--- config.mk ---
export PLATFORM = sky130hd
export DESIGN_NAME = tessent_ijtag_override_mux_tdr
export DESIGN_NICKNAME = d
export VERILOG_FILES = /design/src/rtl/tessent_ijtag_override_mux_tdr.sv
export SDC_FILE = /design/constraint.sdc
export NUM_CORES = 1
export LEC_CHECK = 0
export BUFFER_PORTS_ARGS = -buffer_cell sky130_fd_sc_hd__buf_2
export CAP_MARGIN = 10
export CORE_MARGIN = 1.5
export CORE_UTILIZATION = 55
export DETAILED_ROUTE_END_ITERATION = 8
export PLACE_DENSITY = 0.81
export REMOVE_ABC_BUFFERS = 1
export SLEW_MARGIN = 10
export SYNTH_ARGS = -nofsm -noshare
export SYNTH_HDL_FRONTEND = slang
export SYNTH_SLANG_ARGS = --single-unit
--- constraint.sdc ---
create_clock -name ijtag_tck -period 2.2 [get_ports ijtag_tck]
set_input_delay 0.44 -clock ijtag_tck [delete_from_list [all_inputs] [get_ports ijtag_tck]]
set_output_delay 0.44 -clock ijtag_tck [all_outputs]
set_load 0.005 [all_outputs]
--- src/rtl/tessent_ijtag_override_mux_tdr.sv ---
`default_nettype none
// ============================================================================
// Module : tessent_ijtag_override_mux_tdr
// Brief  : IJTAG TDR with per-channel enable that overrides functional data.
// Rev    : 1.0  initial release
// ============================================================================
module tessent_ijtag_override_mux_tdr #(
  parameter int WIDTH        = 19,
  parameter int NUM_CH       = 2,
  parameter int CAPTURE_FUNC = 1
) (
  input  logic                    ijtag_tck,
  input  logic                    ijtag_reset,
  input  logic                    ijtag_sel,
  input  logic                    ijtag_ce,
  input  logic                    ijtag_se,
  input  logic                    ijtag_ue,
  input  logic                    ijtag_si,
  output logic                    ijtag_so,
  input  logic [NUM_CH*WIDTH-1:0] functional_data_in,
  output logic [NUM_CH*WIDTH-1:0] data_out,
  output logic [NUM_CH-1:0]       override_active
);

  localparam int c_CH_LEN = WIDTH + 1;
  localparam int c_SR_LEN = NUM_CH * c_CH_LEN;
  localparam int c_DW     = NUM_CH * WIDTH;

  logic [c_SR_LEN-1:0] r_sr;
  logic [c_DW-1:0]     r_ud;
  logic [NUM_CH-1:0]   r_ue;

  logic [c_SR_LEN-1:0] w_capture;
  logic [c_DW-1:0]     w_sr_data;
  logic [NUM_CH-1:0]   w_sr_en;
  logic [c_DW-1:0]     w_cap_src;

  // Capture source: live functional data or update-stage readback.
  generate
    if (CAPTURE_FUNC != 0) begin : g_cap_func
      assign w_cap_src = functional_data_in;
    end else begin : g_cap_ud
      assign w_cap_src = r_ud;
    end
  endgenerate

  generate
    for (genvar k = 0; k < NUM_CH; k++) begin : g_ch
      assign w_capture[k*c_CH_LEN +: WIDTH]   = w_cap_src[k*WIDTH +: WIDTH];
      assign w_capture[k*c_CH_LEN + WIDTH]    = r_ue[k];
      assign w_sr_data[k*WIDTH +: WIDTH]      = r_sr[k*c_CH_LEN +: WIDTH];
      assign w_sr_en[k]                       = r_sr[k*c_CH_LEN + WIDTH];
      assign data_out[k*WIDTH +: WIDTH]       = r_ue[k] ? r_ud[k*WIDTH +: WIDTH]
                                                        : functional_data_in[k*WIDTH +: WIDTH];
    end
  endgenerate

  // Update samples the pre-edge shift register, so ue+se updates then shifts.
  always_ff @(posedge ijtag_tck or negedge ijtag_reset) begin
    if (!ijtag_reset) begin
      r_sr <= '0;
      r_ud <= '0;
      r_ue <= '0;
    end else if (ijtag_sel) begin
      if (ijtag_ce) begin
        r_sr <= w_capture;
      end else if (ijtag_se) begin
        r_sr <= {ijtag_si, r_sr[c_SR_LEN-1:1]};
      end
      if (ijtag_ue) begin
        r_ud <= w_sr_data;
        r_ue <= w_sr_en;
      end
    end
  end

  assign ijtag_so        = r_sr[0];
  assign override_active = r_ue;

endmodule
`default_nettype wire

==> results of run 1 <==
placed cells by master, fill, tap and decap left out:
cell type      synthesis  final
clkbuf_1               5      1
clkinvlp_4             0      1
or3b_1                 1      1
nand2_2                2      2
mux2_4                40     40
dfrtp_1               80     80
nor2_1                 1      1
bufinv_16              0      3
buf_12                 0      3
a21oi_1               40     40
mux2_2                 2      2
buf_2                 15     84
nand2_4                1      1
mux2_1                36     36
inv_1                  1      1
clkinv_2               0      2
o22ai_1               77     77
o21ai_1                2      2
o21a_1                 1      1
clkbuf_8               0      9
dlygate4sd3_1          0      1
buf_4                  0     13
nand3b_1               1      1
synth_stat cells:
library cell,instances
inv_1,1
o22ai_1,77
a21oi_1,40
mux2_1,36
nand3b_1,1
o21ai_1,2
mux2_2,2
nand2_4,1
or3b_1,1
nor2_1,1
dfrtp_1,80
buf_6,10
nand2_2,2
o21a_1,1
buf_2,15
mux2_4,40
clkbuf_1,5
worst min-delay path, stage by stage:
cell and delay, ps:
buf_2 80, o22ai_1 50, a21oi_1 100
area by class of cell:
| class | count | area (sq um) | area share [%] |
|---|---|---|---|
| Timing Repair Buffer | 101 | 588 | 12.5 |
| Tap cell | 96 | 120 | 2.54 |
| Inverter | 1 | 3.75 | 0.0795 |
| Multi-Input combinational cell | 204 | 1770 | 37.5 |
| Sequential cell | 80 | 2000 | 42.4 |
| Clock inverter | 6 | 108 | 2.28 |
| Clock buffer | 10 | 128 | 2.70 |
through the flow:
| step | area, sq um | total power [mW] | setup WS [ps] | hold WS, ps | utilization [%] |
|---|---|---|---|---|---|
| floorplan | 3780 | 2.81 | 599 | 144 | - |
| global placement | 4480 | 3.33 | 547 | 364 | 64.8 |
| detailed placement | 4480 | 3.39 | 513 | 371 | 64.8 |
| CTS | 4720 | 4.68 | 159 | 361 | 68.4 |
| global route | 4720 | 4.91 | 97.1 | 370 | 68.4 |
| finish | 4720 | 4.67 | 182 | 366 | 68.4 |
routing by layer:
layer,GRT usage [%],vias up
met3,6.97,17
met1,34.5,1513
met4,8.10,0
met5,0,-
met2,40.9,135
li1,-,1376
timing repair:
action	4_1_cts	5_1_grt
hold buffers	1	0
hold endpoints to repair	24	0
buffers inserted	0	0
how the worst max path moves through the flow:
stage	startpoint	to	slack [ps]	cells past startpoint
3_3_place_gp	override_active[1]	data_out[19]	550	3
5_1_grt	override_active[1]	data_out[34]	100	3
2_1_floorplan	override_active[1]	data_out[37]	600	1
4_1_cts	override_active[1]	data_out[19]	160	3
3_5_place_dp	ijtag_sel	r_sr[24]	510	5
6_report	override_active[1]	data_out[19]	180	3
registers in the layout, indices dropped and copies added, names as in the netlist:
signal,count
r_sr,40
r_ud,38
override_active,2
logic make-up (layout without fill, tap and decap cells):
kind of cell / Yosys count / in the layout / synth area share, %
multiplexers: 78 / 78 / 25.8
AND/OR/NAND/NOR: 6 / 6 / 1.10
AO/OA/AOI/OAI: 120 / 120 / 17.6
flip-flops: 80 / 80 / 50.3
buffers and inverters: 31 / 118 / 5.28
power groups by stage:
| stage | Sequential [mW] | Clock (mW) | Combinational (mW) |
|---|---|---|---|
| 2_1_floorplan | 2.03 | 0 | 0.778 |
| 3_3_place_gp | 2.03 | 0 | 1.29 |
| 5_1_grt | 2.07 | 1.38 | 1.46 |
| 3_5_place_dp | 2.05 | 0 | 1.34 |
| 4_1_cts | 2.03 | 1.31 | 1.35 |
| 6_report | 2.04 | 1.29 | 1.34 |
==> flow_summary_export.csv, run 1 <==
group,metric,value,unit
min_path,hold_depth,3,
grt,grt_pass1_vias,2983,
power,vdd_drop_max,472,uV
route,drt-met1-wl,3.96,mm
worst_setup_path,worst_path_dominant_cell_family,"flip-flops",
final_layout,stdcell_count,498,
timing,rsz0062_at_grt,"false",
power,p_per_area,988,nW/um^2
place,place_congestion,0.732,
flow_run,cap_violations,0,
synthesis,synth_top_area_share,50.3,%
power,intPower,3.33,mW
clock_network,clkSinkCount,80,
place,hpwl,6.19,mm
worst_setup_path,worstReg2RegStart,"override_active[1]",
die,initial_core_util,57.7,%
final_layout,nFillCells,547,
synthesis,synth_area_leaders,"dfrtp_1 (50%), mux2_4 (15%), o22ai_1 (12%), mux2_1 (10%), a21oi_1 (5.0%)",
worst_setup_path,start_kind,"flop",
synthesis,ys_warn_count,0,
timing,final_hold_viol_count,0,
outcome,run_status,"completed",
route,top_layer_used,"met4",
final_layout,drive_above_1_share,39.8,%
route,wl_met3,669,microns
final_layout,diodes,0,
timing,clock.fmax,0.496,GHz
worst_setup_path,cp_slowest_cell,"dfrtp_1",
grt,grt_max_degree,34,
clock_network,post_cts_resized,0,
die,core,6910,sq um
power,power_frac_comb,28.7,%
clock_network,cts_buffer_depth,2,
timing,slew_headroom,68.2,%
power,p_leak,2.12,nW
place,placed_cells,481,
clock_network,clk_latency,350,ps
timing,finalCriticalPeriod,2020,ps
timing,tightest_slew,476,ps
synthesis,synth_cells,315,
worst_setup_path,cpPeakStageDelay,540,ps
power,p_switching,1.34,mW
route,wire_per_inst,18.9,microns
route,first_pass_iters,5,
worst_setup_path,r2r_cells,2,
power,pwr-share-clk,27.6,%
clock_network,tritoncts,"yes",
timing,setup_viol,0,
clock_network,cts_buffers,9,
worst_setup_path,arrival,1580,ps
die,io_pins,86,
grt,grt_pass1_wl,15.0,mm
worst_setup_path,r2r_setup_slack,1120,ps
clock_network,clkTransAtPathRegs,70,ps
die,die_area,7760,sq um
die,rows,30,
final_layout,area_delta_synth_final,18.5,%
synthesis,netlist_area,3980,sq um
route,ant_nets,0,
min_path,holdPathEnd,"r_sr[26]",
place,io_buffers,85,
power,pwr-share-seq,43.7,%
clock_network,clockRootBuffer,"clkbuf_8",
worst_setup_path,path_class,"reg2out",
min_path,worstHoldStart,"functional_data_in[25]",
grt,overflow,0,
synthesis,synth_seq_cells,80,
clock_network,cts_max_level,3,
worst_setup_path,critPathCaptureType,"output pin",
timing,setup_tns,0,ps
route,drt_wl_total,9.41,mm
timing,skew,6.77,ps
route,vias_per_cell,6.11,
synthesis,synthDistinctLibCells,17,
min_path,hold_path_class,"in2reg",
route,via_count,3041,
worst_setup_path,crit_fanout,17,
timing,period_share,91.7,%
route,first_iter_violations,159,
worst_setup_path,worst_r2r_endpoint,"override_active[1]",
final_layout,final_nets,442,
route,route.detailed.drc,0,
timing,drv_slew,0,
die,die_h,88.1,microns
synthesis,yosysSeqAreaShare,50.3,%
grt,grt.total_usage,25.7,%
die,die_w,88.1,microns
route,met2WireLength,4.64,mm
power,swShare,28.7,%
worst_setup_path,crit_required,1760,ps
worst_setup_path,path_cells,"buf_12 > mux2_1 > buf_2",
synthesis,yosysTopAreaCell,"dfrtp_1",
grt,antenna_found_initial,0,
worst_setup_path,critPathBufInv,2,
synthesis,syn_area_per_cell,12.6,sq um
(Power assumes the default switching activity.)
==> run 2, diff against run 1 <==
--- a/config.mk
+++ b/config.mk
@@ -5,12 +5,12 @@
 export SDC_FILE = /design/constraint.sdc
 export NUM_CORES = 1
 export LEC_CHECK = 0
+export ABC_AREA = 1
 export BUFFER_PORTS_ARGS = -buffer_cell sky130_fd_sc_hd__buf_2
 export CAP_MARGIN = 10
-export CORE_MARGIN = 1.5
 export CORE_UTILIZATION = 55
 export DETAILED_ROUTE_END_ITERATION = 8
-export PLACE_DENSITY = 0.81
+export PLACE_DENSITY = 0.8
 export REMOVE_ABC_BUFFERS = 1
 export SLEW_MARGIN = 10
 export SYNTH_ARGS = -nofsm -noshare
==> flow_summary_export.csv, run 2 <==
group,metric,value,unit
clock_network,ctsHoldBuffers,1,
worst_setup_path,start_kind,"flop",
timing,setup_ws,242,ps
synthesis,yosysTopAreaCell,"dfrtp_1",
synthesis,netlist_area,4180,sq um
final_layout,largest-register,"r_sr",
synthesis,synth_commonest_cells,"nand2_1 (359), dfrtp_1 (80), nand3_1 (40)",
grt,overflow,0,
route,vias_per_cell,5.02,
synthesis,async_flop_share,100,%
synthesis,synth_cells,599,
grt,grt_pass1_wl,16.3,mm
synthesis,synth_top_area_share,47.9,%
final_layout,drive_above_1_share,17.1,%
final_layout,stdcell_count,771,
die,die_area,7950,sq um
final_layout,largest_register_ffs,40,
timing,period_share,89.0,%
die,rows,31,
place,placed_cells,755,
die,initial_core_util,57.3,%
timing,final_hold_viol_count,0,
clock_network,clkTransAtPathRegs,80,ps
synthesis,synth_edf_count,0,
route,via_count,3872,
synthesis,yosysSeqAreaShare,47.9,%
synthesis,syn_area_per_cell,6.97,sq um
clock_network,clk_latency,350,ps
die,die_h,89.1,microns
power,p_leak,2.87,nW
grt,grt_max_degree,41,
synthesis,synth_seq_cells,80,
worst_setup_path,path_cells,"buf_4 > nand2_1 > o21ai_0 > buf_2",
place,place_congestion,0.840,
worst_setup_path,critPathBufInv,2,
die,die_w,89.1,microns
synthesis,synthDistinctLibCells,14,
timing,finalCriticalPeriod,1960,ps
worst_setup_path,path_class,"reg2out",
route,first_pass_iters,5,
worst_setup_path,critPathCaptureType,"output pin",
timing,drv_slew,0,
place,place_ws,544,ps
final_layout,area_delta_synth_final,15.5,%
route,ant_nets,0,
clock_network,postCtsSetupRepairBufs,0,
timing,setup_viol,0,
timing,setup_tns,0,ps
grt,antenna_found_initial,0,
clock_network,clkSinkCount,80,
timing,rsz0062_at_grt,"false",
die,core,7290,sq um
outcome,run_status,"completed",
place,io_buffers,85,
power,power.total,3.87,mW
route,drt_wl_total,9.66,mm
worst_setup_path,crit_required,1760,ps
final_layout,diodes,0,
clock_network,cts_buffers,9,
worst_setup_path,worst_path_dominant_cell_family,"buffers and inverters",
worst_setup_path,crit_fanout,35,
synthesis,synth_area_leaders,"dfrtp_1 (48%), nand2_1 (32%), nand3_1 (4.8%), o21ai_0 (4.6%), inv_1 (3.4%)",
clock_network,tritoncts,"yes",
timing,tightest_slew,691,ps
power,p_per_area,803,nW/um^2
clock_network,cts_buffer_depth,2,
worst_setup_path,arrival,1520,ps
die,io_pins,86,
worst_setup_path,cp_slowest_cell,"dfrtp_1",
grt,grt_pass1_vias,3720,
final_layout,final_nets,713,
power,vdd_drop_max,406,uV
route,wire_per_inst,12.5,microns
clock_network,clockRootBuffer,"clkbuf_8",
min_path,hold_path_class,"in2reg",
place,hpwl,6.31,mm
synthesis,ys_warn_count,0,
timing,clock.fmax,0.511,GHz
clock_network,post_cts_resized,0,
timing,skew,6.26,ps
timing,fin_hold_ws,393,ps
final_layout,nFillCells,668,
place,place_area,4600,sq um
flow_run,cap_violations,0,
clock_network,cts_max_level,3,
synthesis,synth.most_common_cell,"nand2_1",
worst_setup_path,cpPeakStageDelay,480,ps
grt,grt.total_usage,26.7,%
final_layout,fin_util,66.2,%
route,route.detailed.drc,0,
route,first_iter_violations,228,
final_layout,final_cell_mix,"nand2_1 (359), buf_2 (84), dfrtp_1 (80)",
final_layout,stdcell_area,4830,sq um
timing,slew_headroom,53.9,%
final_layout,final_common_cell,"nand2_1",
synthesis,synth_top_flop_cell,"dfrtp_1",
worst_setup_path,r2r_setup_slack,1000,ps
-- run 2: power breakdown --
group,leakage [nW],switching (mW),internal [mW],total (mW)
clock network,0.112,0.515,0.694,1.21
logic,1.73,0.467,0.322,0.788
registers,1.03,0.173,1.70,1.88
total,2.87,1.15,2.72,3.87
-- run 2: area by class of cell --
| cell class | count | area, sq um | area share (%) |
|---|---|---|---|
| clock inverter | 3 | 65.1 | 1.35 |
| timing repair buffer | 97 | 558 | 11.6 |
| multi-input combinational | 440 | 1770 | 36.7 |
| tap | 99 | 124 | 2.57 |
| sequential | 80 | 2000 | 41.5 |
| clock buffer | 12 | 155 | 3.21 |
| inverter | 40 | 150 | 3.11 |
-- run 2: kinds of logic after synthesis --
group	after synthesis	synth area share, %
compound gates	39	4.94
buf+inv	79	9.65
flops	80	47.9
simple gates	401	37.5
-- run 2: worst paths after layout --
path                                     from      endpoint  cells after the start
setup reg to reg           override_active[1]      r_sr[39]                      5
hold reg to reg                       r_ud[3]       r_ud[3]                      2
min in group asynchronous         ijtag_reset       r_sr[9]                      2
hold / removal                       ijtag_si      r_sr[39]                      5
max in group asynchronous         ijtag_reset      r_sr[25]                      3
setup / recovery           override_active[0]  data_out[10]                      4
-- run 2: worst min-delay path, delay by kind of cell --
kind | cells | cell delay [ps]
buf+inv | 1 | 90
simple gates | 4 | 190
-- run 2: layer usage --
layer | track usage, % | vias to the layer above | part of all wire (%) | wire length (microns)
met5 | 0 | - | 0 | 0
li1 | - | 1946 | - | -
met2 | 46.4 | 143 | 47 | 4530
met3 | 3.14 | 11 | 5.4 | 518
met4 | 10.1 | 0 | 1.4 | 138
met1 | 34.5 | 1772 | 46 | 4480
